===== src/rtl/instr_prefetch_queue_if.sv =====
// Fetch-side bus for instr_prefetch_queue: redirect input, instruction memory
// request/ack channel and the valid/ready decode channel.
interface instr_prefetch_queue_if #(
   parameter int ADDR_W  = 10,
   parameter int INSTR_W = 32
) ();
   logic               redirect_valid;
   logic [ADDR_W-1:0]  redirect_pc;
   logic               imem_req;
   logic [ADDR_W-1:0]  imem_addr;
   logic               imem_ack;
   logic [INSTR_W-1:0] imem_rdata;
   logic               out_valid;
   logic               out_ready;
   logic [INSTR_W-1:0] out_instr;
   logic [ADDR_W-1:0]  out_pc;

   modport master (
      input  redirect_valid, redirect_pc, imem_ack, imem_rdata, out_ready,
      output imem_req, imem_addr, out_valid, out_instr, out_pc
   );

   modport slave (
      output redirect_valid, redirect_pc, imem_ack, imem_rdata, out_ready,
      input  imem_req, imem_addr, out_valid, out_instr, out_pc
   );
endinterface


===== src/rtl/instr_prefetch_queue.sv =====
// Instruction prefetch queue: one outstanding imem request, DEPTH-entry {pc, instr}
// FIFO, redirect flush. Define PREFETCH_STATS_EN to add stat_flushed/stat_stall.
module instr_prefetch_queue #(
   parameter int DEPTH   = 4,
   parameter int ADDR_W  = 10,
   parameter int INSTR_W = 32
) (
   input  logic                   clock,
   input  logic                   reset,
   instr_prefetch_queue_if.master bus
`ifdef PREFETCH_STATS_EN
   ,
   output logic [15:0]            stat_flushed,
   output logic [15:0]            stat_stall
`endif
);
   localparam int PTR_W = $clog2(DEPTH);
   localparam int CNT_W = $clog2(DEPTH + 1);

   typedef enum logic [1:0] {
      ST_IDLE,
      ST_WAIT,
      ST_DISCARD
   } state_t;

   state_t             r_state;
   logic               r_imem_req;
   logic [ADDR_W-1:0]  r_imem_addr;
   logic [ADDR_W-1:0]  r_fetch_pc;
   logic [CNT_W-1:0]   r_count;
   logic [PTR_W-1:0]   r_rd_ptr;
   logic [PTR_W-1:0]   r_wr_ptr;
   logic [ADDR_W-1:0]  r_fifo_pc    [DEPTH];
   logic [INSTR_W-1:0] r_fifo_instr [DEPTH];

   logic               w_out_valid;
   logic               w_pop;
   logic               w_push;
   logic [CNT_W-1:0]   w_count_next;
   logic               w_issue;
   logic [ADDR_W-1:0]  w_fetch_pc_inc;

   // NOTE: combinational logic uses blocking '=' and assigns every output a
   // default first, so no path leaves a signal unassigned and infers a latch.
   always_comb begin
      w_out_valid    = (r_count != '0);
      w_pop          = w_out_valid && bus.out_ready && !bus.redirect_valid;
      w_push         = (r_state == ST_WAIT) && bus.imem_ack && !bus.redirect_valid;
      w_count_next   = r_count;
      if (w_push) w_count_next = w_count_next + CNT_W'(1);
      if (w_pop)  w_count_next = w_count_next - CNT_W'(1);
      // A new request may only start if its response is guaranteed a free slot.
      w_issue        = (w_count_next < CNT_W'(DEPTH));
      w_fetch_pc_inc = r_fetch_pc + ADDR_W'(1);
   end

   assign bus.imem_req  = r_imem_req;
   assign bus.imem_addr = r_imem_addr;
   assign bus.out_valid = w_out_valid;
   assign bus.out_instr = w_out_valid ? r_fifo_instr[r_rd_ptr] : '0;
   assign bus.out_pc    = w_out_valid ? r_fifo_pc[r_rd_ptr]    : '0;

   // NOTE: sequential state uses non-blocking '<=' so every register samples
   // the pre-edge values of the others, regardless of statement order.
   always_ff @(posedge clock) begin
      if (reset) begin
         r_state     <= ST_IDLE;
         r_imem_req  <= 1'b0;
         r_imem_addr <= '0;
         r_fetch_pc  <= '0;
         r_count     <= '0;
         r_rd_ptr    <= '0;
         r_wr_ptr    <= '0;
      end else if (bus.redirect_valid) begin
         r_fetch_pc <= bus.redirect_pc;
         r_count    <= '0;
         r_rd_ptr   <= '0;
         r_wr_ptr   <= '0;
         if (r_state != ST_IDLE && !bus.imem_ack) begin
            // Old request still in flight: keep it on the bus and drop its data.
            r_state <= ST_DISCARD;
         end else begin
            r_state     <= ST_WAIT;
            r_imem_req  <= 1'b1;
            r_imem_addr <= bus.redirect_pc;
         end
      end else begin
         r_count <= w_count_next;
         if (w_push) r_wr_ptr <= r_wr_ptr + PTR_W'(1);
         if (w_pop)  r_rd_ptr <= r_rd_ptr + PTR_W'(1);
         case (r_state)
            ST_IDLE: begin
               if (w_issue) begin
                  r_state     <= ST_WAIT;
                  r_imem_req  <= 1'b1;
                  r_imem_addr <= r_fetch_pc;
               end
            end
            ST_WAIT: begin
               if (bus.imem_ack) begin
                  r_fetch_pc <= w_fetch_pc_inc;
                  if (w_issue) begin
                     r_imem_addr <= w_fetch_pc_inc;
                  end else begin
                     r_state    <= ST_IDLE;
                     r_imem_req <= 1'b0;
                  end
               end
            end
            ST_DISCARD: begin
               if (bus.imem_ack) begin
                  r_state     <= ST_WAIT;
                  r_imem_addr <= r_fetch_pc;
               end
            end
            default: begin
               r_state    <= ST_IDLE;
               r_imem_req <= 1'b0;
            end
         endcase
      end
   end

   // NOTE: FIFO storage has no reset; r_count gates every read, so stale
   // contents are never visible and the array can map to plain RAM.
   always_ff @(posedge clock) begin
      if (w_push) begin
         r_fifo_pc[r_wr_ptr]    <= r_imem_addr;
         r_fifo_instr[r_wr_ptr] <= bus.imem_rdata;
      end
   end

`ifdef PREFETCH_STATS_EN
   logic [15:0] r_stat_flushed;
   logic [15:0] r_stat_stall;
   logic [16:0] w_flush_sum;

   // A redirect in WAIT throws away the response of the outstanding request too.
   always_comb begin
      w_flush_sum = {1'b0, r_stat_flushed} + 17'(r_count) + 17'(r_state == ST_WAIT);
   end

   always_ff @(posedge clock) begin
      if (reset) begin
         r_stat_flushed <= '0;
         r_stat_stall   <= '0;
      end else begin
         if (bus.redirect_valid) begin
            r_stat_flushed <= w_flush_sum[16] ? 16'hFFFF : w_flush_sum[15:0];
         end
         if (!w_out_valid && r_state != ST_IDLE && r_stat_stall != 16'hFFFF) begin
            r_stat_stall <= r_stat_stall + 16'd1;
         end
      end
   end

   assign stat_flushed = r_stat_flushed;
   assign stat_stall   = r_stat_stall;
`endif
endmodule

===== src/flat_wrapper.sv =====
// flat-port wrapper written by rule: the top's interface ports become plain ports
module instr_prefetch_queue_flat 
#(
   parameter int DEPTH   = 4,
   parameter int ADDR_W  = 10,
   parameter int INSTR_W = 32
)
  (clock, reset, bus_redirect_valid, bus_redirect_pc, bus_imem_ack, bus_imem_rdata, bus_out_ready, bus_imem_req, bus_imem_addr, bus_out_valid, bus_out_instr, bus_out_pc);
  instr_prefetch_queue_if #(.ADDR_W(ADDR_W), .INSTR_W(INSTR_W)) bus_i ();
  input  logic clock;
  input  logic reset;
  input wire logic [$bits(bus_i.redirect_valid)-1:0] bus_redirect_valid;
  input wire logic [$bits(bus_i.redirect_pc)-1:0] bus_redirect_pc;
  input wire logic [$bits(bus_i.imem_ack)-1:0] bus_imem_ack;
  input wire logic [$bits(bus_i.imem_rdata)-1:0] bus_imem_rdata;
  input wire logic [$bits(bus_i.out_ready)-1:0] bus_out_ready;
  output wire logic [$bits(bus_i.imem_req)-1:0] bus_imem_req;
  output wire logic [$bits(bus_i.imem_addr)-1:0] bus_imem_addr;
  output wire logic [$bits(bus_i.out_valid)-1:0] bus_out_valid;
  output wire logic [$bits(bus_i.out_instr)-1:0] bus_out_instr;
  output wire logic [$bits(bus_i.out_pc)-1:0] bus_out_pc;
  assign bus_i.redirect_valid = bus_redirect_valid;
  assign bus_i.redirect_pc = bus_redirect_pc;
  assign bus_i.imem_ack = bus_imem_ack;
  assign bus_i.imem_rdata = bus_imem_rdata;
  assign bus_i.out_ready = bus_out_ready;
  assign bus_imem_req = bus_i.imem_req;
  assign bus_imem_addr = bus_i.imem_addr;
  assign bus_out_valid = bus_i.out_valid;
  assign bus_out_instr = bus_i.out_instr;
  assign bus_out_pc = bus_i.out_pc;
  instr_prefetch_queue #(.DEPTH(DEPTH), .ADDR_W(ADDR_W), .INSTR_W(INSTR_W)) u_core (.clock(clock), .reset(reset), .bus(bus_i));
endmodule

===== config.mk =====
export PLATFORM = sky130hd
export DESIGN_NAME = instr_prefetch_queue_flat
export DESIGN_NICKNAME = d
export VERILOG_FILES = /design/src/rtl/instr_prefetch_queue_if.sv /design/src/rtl/instr_prefetch_queue.sv /design/src/flat_wrapper.sv
export SDC_FILE = /design/constraint.sdc
export NUM_CORES = 1
export LEC_CHECK = 0
export CAP_MARGIN = 10
export CORE_MARGIN = 1.5
export CORE_UTILIZATION = 60
export DETAILED_ROUTE_END_ITERATION = 8
export PLACE_DENSITY = 0.83
export SYNTH_ARGS = -nofsm -noshare
export SYNTH_HDL_FRONTEND = slang
export SYNTH_SLANG_ARGS = --single-unit
export TNS_END_PERCENT = 5

===== constraint.sdc =====
create_clock -name clock -period 5.9 [get_ports clock]
set_input_delay 1.77 -clock clock [delete_from_list [all_inputs] [get_ports clock]]
set_output_delay 1.77 -clock clock [all_outputs]
set_load 0.05 [all_outputs]

# Yosys cells after proc, flatten, opt, wreduce, memory -nomap -nowiden
# Memory sizes are Yosys's and may differ from the RTL's. A register that Yosys moved wholly into a read port is not among the register bits.
# Index checks and enable logic that the tools add are counted.
# totals
reg_bits	30
mem_bits_rw	168
input_bits	47
wordCells	75
mem_count	2
# op_classes
addsub	5
magnitude_cmp	1
n_eq_ne	9
muxes	33
n_reduce_logical	18
# memory_table
name	depth	word_bits	read_ports	rd_clocked_by_memory_dff	write_ports	line	source
u_core.r_fifo_instr	4	32	1	1	1	instr_prefetch_queue.sv:34	logic [INSTR_W-1:0] r_fifo_instr [DEPTH];
u_core.r_fifo_pc	4	10	1	1	1	instr_prefetch_queue.sv:33	logic [ADDR_W-1:0] r_fifo_pc [DEPTH];
# op_table
op	n
2-to-1 mux 10 bit	10
2-to-1 mux 32 bit	1
case mux 10 bit (3 select lines)	1
2-to-1 mux 2 bit	10
adder 10 x 1 -> 10 bit, second input constant	1
!= test 3 bit, second input constant	3
2-to-1 mux 1 bit	7
2-to-1 mux 3 bit	2
!= test 3 x 2 -> 1 bit, second input constant	2
case mux 2 bit (3 select lines)	1
AND reduction 6 bit	1
nonzero test 2 bit	3
logical AND 1 bit	5
AND reduction 5 bit	1
adder 2 x 1 -> 2 bit, second input constant	2
!= test 2 bit, second input constant	2
AND reduction 4 bit	1
nonzero test 4 bit	1
adder 3 x 1 -> 3 bit, second input constant	1
< comparator 3 bit, second input constant	1
case mux 1 bit (3 select lines)	1
nonzero test 3 bit	1
subtractor 3 x 1 -> 3 bit, second input constant	1
== test 2 x 1 -> 1 bit, second input constant	1
5 further kinds	6

# Longest topological paths before layout
# logic_depth
depth_word	11
depth_mapped	11
depth_no_buf	9

# Worst setup path after synthesis
# Ideal clock, no wire load.
# synth_path
path_type	in2reg
start	in bus_imem_ack
end	reg u_core.r_imem_addr[7] (netlist: u_core.bus.imem_addr[7])
setup_time_ps	121
arrival_ps	4322
t_required_ps	5779
slack_ps	1456
cell_stages	11
cell_sequence	clkbuf_1 nor4bb_1 buf_2 mux2i_1 ha_1 nand3b_1 mux2i_1 mux2_4 or2_1 buf_4 mux2_4
# synth_via
elab_chain_cells	8
elab_cells_between_ends	14
classes_between	add/sub (1); order compare (1); eq/ne (5); mux (2); reduce/logical (5)
# synth_rtl
element	line	source
start, declared	flat_wrapper.sv:14	input wire logic [$bits(bus_i.imem_ack)-1:0] bus_imem_ack;
logical AND 1 bit (2 in series)	instr_prefetch_queue.sv:48	w_push = (r_state == ST_WAIT) && bus.imem_ack && !bus.redirect_valid;
2-to-1 mux 3 bit	instr_prefetch_queue.sv:50	if (w_push) w_count_next = w_count_next + CNT_W'(1);
subtractor 3 x 1 -> 3 bit	instr_prefetch_queue.sv:51	if (w_pop) w_count_next = w_count_next - CNT_W'(1);
2-to-1 mux 3 bit	instr_prefetch_queue.sv:51	
< comparator 3 bit	instr_prefetch_queue.sv:53	w_issue = (w_count_next < CNT_W'(DEPTH));
!= test 3 x 2 -> 1 bit (no source line)	n/a	
AND reduction 6 bit (no source line) (*)	n/a	
end signal, assigned	instr_prefetch_queue.sv:85	r_imem_addr <= bus.redirect_pc;
end signal, assigned	instr_prefetch_queue.sv:96	r_imem_addr <= r_fetch_pc;
end signal, assigned	instr_prefetch_queue.sv:103	r_imem_addr <= w_fetch_pc_inc;
end, declared	instr_prefetch_queue.sv:28	logic [ADDR_W-1:0] r_imem_addr;
# Mark *: on every way between the ends. The rest lies on a longest branch, timed or not.
# A chain may end at the register's enable or synchronous reset.

# Final worst setup path
# Same ends and word-level chain as after synthesis.

==> flow_summary_export.csv <==
group,metric,value,unit
timing,slew_headroom,0.280,
final_layout,fillCellCount,796,
routing,final_antenna_net_count,0,
power,power.share.combinational,0.073,
clocking,cts_setup_buffers,0,
worst_setup_path,cp_top_family,"multiplexers",
worst_setup_path,crit_type,"in -> reg",
floorplan,fp.dieW,120,um
synthesis,yosysSeqAreaShare,0.694,
final_layout,postLayoutCoreUtil,0.744,
power,switching_share,0.210,
floorplan,core-area,13300,sq um
floorplan,dieArea,14400,sq um
worst_setup_path,slowest_delay,0.63,ns
routing,wire_per_inst,19.7,um
clocking,holdBufCountCts,0,
floorplan,ios,101,
global_routing,grt_max_degree,44,
synthesis,ys.flop_type,"edfxtp_1",
synthesis,synth_area,8190,sq um
routing,drt_iter0_drc,356,
clocking,cts_root_buffer,"clkbuf_16",
clocking,cts_sinks,200,
synthesis,ys_async_sr_fraction,0,
worst_setup_path,critPathSlowestCell,"clkdlybuf4s50_1",
clocking,cts-resized-gates,0,
worst_setup_path,r2r_slack,2.78,ns
power,powerDensity,289,nW/um^2
clocking,clock_latency,0.42,ns
timing,tns,0,ns
timing,post-route-period-util,0.785,
power,seqPwrFrac,0.553,
clocking,cts_tree,"yes",
clocking,cts_inserted_buffers,17,
flow_run,drv_cap,0,
timing,hold_viol_final,0,
synthesis,ys_seq_elements,200,
routing,vias,4516,
floorplan,rows,42,
timing,whs,0.526,ns
clocking,ctsHtreeMaxLevel,4,
power,intPower,0.00226,W
global_routing,grt_pass1_wl,24600,um
timing,fmax,216,MHz
synthesis,ys_warn_count,0,
worst_setup_path,crit_buf_inv,2,
final_layout,fin_nets,645,
final_layout,n_antenna_cell,0,
placed_design,dp.cells,747,
final_layout,instances_no_fill,777,
worst_setup_path,cp-start-kind,"primary input",
clocking,cts_buffer_depth,2,
placed_design,gp_congestion,0.822,
synthesis,netlist_top_cells_area,"edfxtp_1, mux4_2, dfxtp_1, and2_1, xnor2_1",
synthesis,yosys.area.top_type,"edfxtp_1",
synthesis,synth_nets,548,
timing,drv_slew,0,
synthesis,synth_top_area_share,0.616,
global_routing,grt_usage,0.229,
floorplan,initial_core_util,0.616,
synthesis,syn_area_per_cell,16.6,sq um
clocking,clkTransAtPathRegs,0.06,ns
synthesis,postSynthCellCount,493,
routing,firstDrtPassIters,5,
final_layout,layout-drive-gt1-share,0.148,
outcome,status,"finished clean",
placed_design,io_buffers,100,
power,leakage,3.26,nW
worst_setup_path,endpoint_kind,"register",
placed_design,hpwl,9410,um
worst_setup_path,crit_required,6.21,ns
global_routing,antenna_found_initial,0,
routing,drc,0,
timing,fin_crit,4.63,ns
synthesis,synth-edff-count,168,
min_path,hold_class,"reg -> reg",
worst_setup_path,cp.arrival,4.94,ns
final_layout,areaGrowthSynthToFinish,20.8,%
power,power.net_switching,0.000601,W
power,ir_drop,217,uV
global_routing,overflow,0,
synthesis,ys_types,41,
routing,drt-total-wl,15300,um
timing,rsz0062_at_grt,"no",
synthesis,synth_most_common_cell,"edfxtp_1",
timing,worst_clock_skew,0.00482,ns
synthesis,ys_top_cells_by_count,"edfxtp_1, and2_1, mux4_2",
routing,viasPerCell,5.81,
global_routing,grt_pass1_vias,4819,
worst_setup_path,crit_chain,"clkdlybuf4s50_1, nor4bb_1, buf_4, mux2i_1, ha_1, nand3b_1, mux2i_1, mux2_4, or2_1, mux2_4",
worst_setup_path,crit_fanout,10,
timing,tightest_slew,1.08,ns
power,power.share.clock,0.375,
timing,setup_viol,0,
floorplan,fp.dieH,120,um
-- power by group through the flow --
stage	Clock [W]	Combinational [W]	Sequential (W)
after global placement	0	0.000201	0.00161
after detailed placement	0	0.000207	0.00161
after CTS	0.00108	0.000209	0.00158
after global routing	0.00114	0.000222	0.00158
after floorplan	0	0.000103	0.00162
final	0.00107	0.000208	0.00158
-- cell usage in the layout, fill, tap and decap left out, types with 4 or more instances in the layout --
| cell | count |
|---|---|
| xnor2_1 | 13 |
| nor2_1 | 19 |
| and2_2 | 4 |
| clkdlybuf4s50_1 | 100 |
| o21a_1 | 10 |
| mux4_2 | 42 |
| and2_1 | 43 |
| nand2_1 | 13 |
| clkbuf_16 | 17 |
| o211ai_1 | 8 |
| edfxtp_1 | 168 |
| buf_4 | 7 |
| inv_1 | 15 |
| xor2_1 | 10 |
| o21ai_0 | 14 |
| mux2i_1 | 5 |
| nor3_1 | 11 |
| clkinv_1 | 4 |
| nor2b_1 | 5 |
| dfxtp_1 | 30 |
| ha_1 | 8 |
| a21oi_1 | 11 |
-- flip-flops by register name, indices dropped and copies added, names as in the netlist, named ones only --
register	cells
u_core.r_fetch_pc	10
u_core.r_fifo_instr	128
u_core.r_rd_ptr	2
u_core.bus.imem_addr	10
u_core.r_state	2
u_core.r_count	3
u_core.r_wr_ptr	2
u_core.bus.imem_req	1
u_core.r_fifo_pc	40
-- metrics by stage --
stage | cell area, sq um | total power [W] | worst slack (ns)
after floorplan | 8190 | 0.00173 | 1.46
after global placement | 9360 | 0.00181 | 0.936
after detailed placement | 9360 | 0.00182 | 0.846
after CTS | 9900 | 0.00287 | 1.20
after global routing | 9900 | 0.00294 | 1.06
final | 9900 | 0.00286 | 1.27
-- cells by family (layout without fill, tap and decap cells) --
logic type,after synthesis,in the layout,share of synthesized area
muxes,51,51,0.128
xor gates and xnor gates,23,23,0.0246
and+or+nand+nor,113,113,0.0754
AOI/OAI and AO/OA,53,53,0.0437
buffers and inverters,45,153,0.0221
DFF,200,200,0.694
adders and majority gates,8,8,0.0122
-- routing by layer --
metal | GRT usage | vias up | part of all wire
li1 | - | 2067 | -
met1 | 0.286 | 2290 | 0.42
met2 | 0.406 | 141 | 0.53
met3 | 0.0423 | 18 | 0.040
met4 | 0.0766 | 0 | 0.013
met5 | 0 | - | 0
-- worst min-delay path: cells and delay by family, from the launching register on --
kind          cells  cell delay [ns]
flops             1             0.34
xor+xnor          1             0.08
simple gates      1             0.07
-- cell type report --
cell class / instances / area (sq um) / area share
Sequential cell: 200 / 5690 / 0.575
Clock inverter: 11 / 109 / 0.0110
Multi-Input combinational cell: 248 / 2330 / 0.236
Inverter: 16 / 60.1 / 0.00607
Clock buffer: 19 / 433 / 0.0437
Tap cell: 176 / 220 / 0.0223
Timing Repair Buffer: 107 / 1050 / 0.106
-- final timing paths --
| path | start | to | cells after the start |
|---|---|---|---|
| max reg2reg | u_core.r_state[0] | u_core.bus.imem_addr[7] | 9 |
| max | bus_imem_ack | u_core.bus.imem_addr[7] | 10 |
| min | u_core.r_rd_ptr[0] | register | 2 |
| min reg2reg | u_core.r_rd_ptr[0] | register | 2 |
No activity file was read; power rests on OpenSTA's default activity.
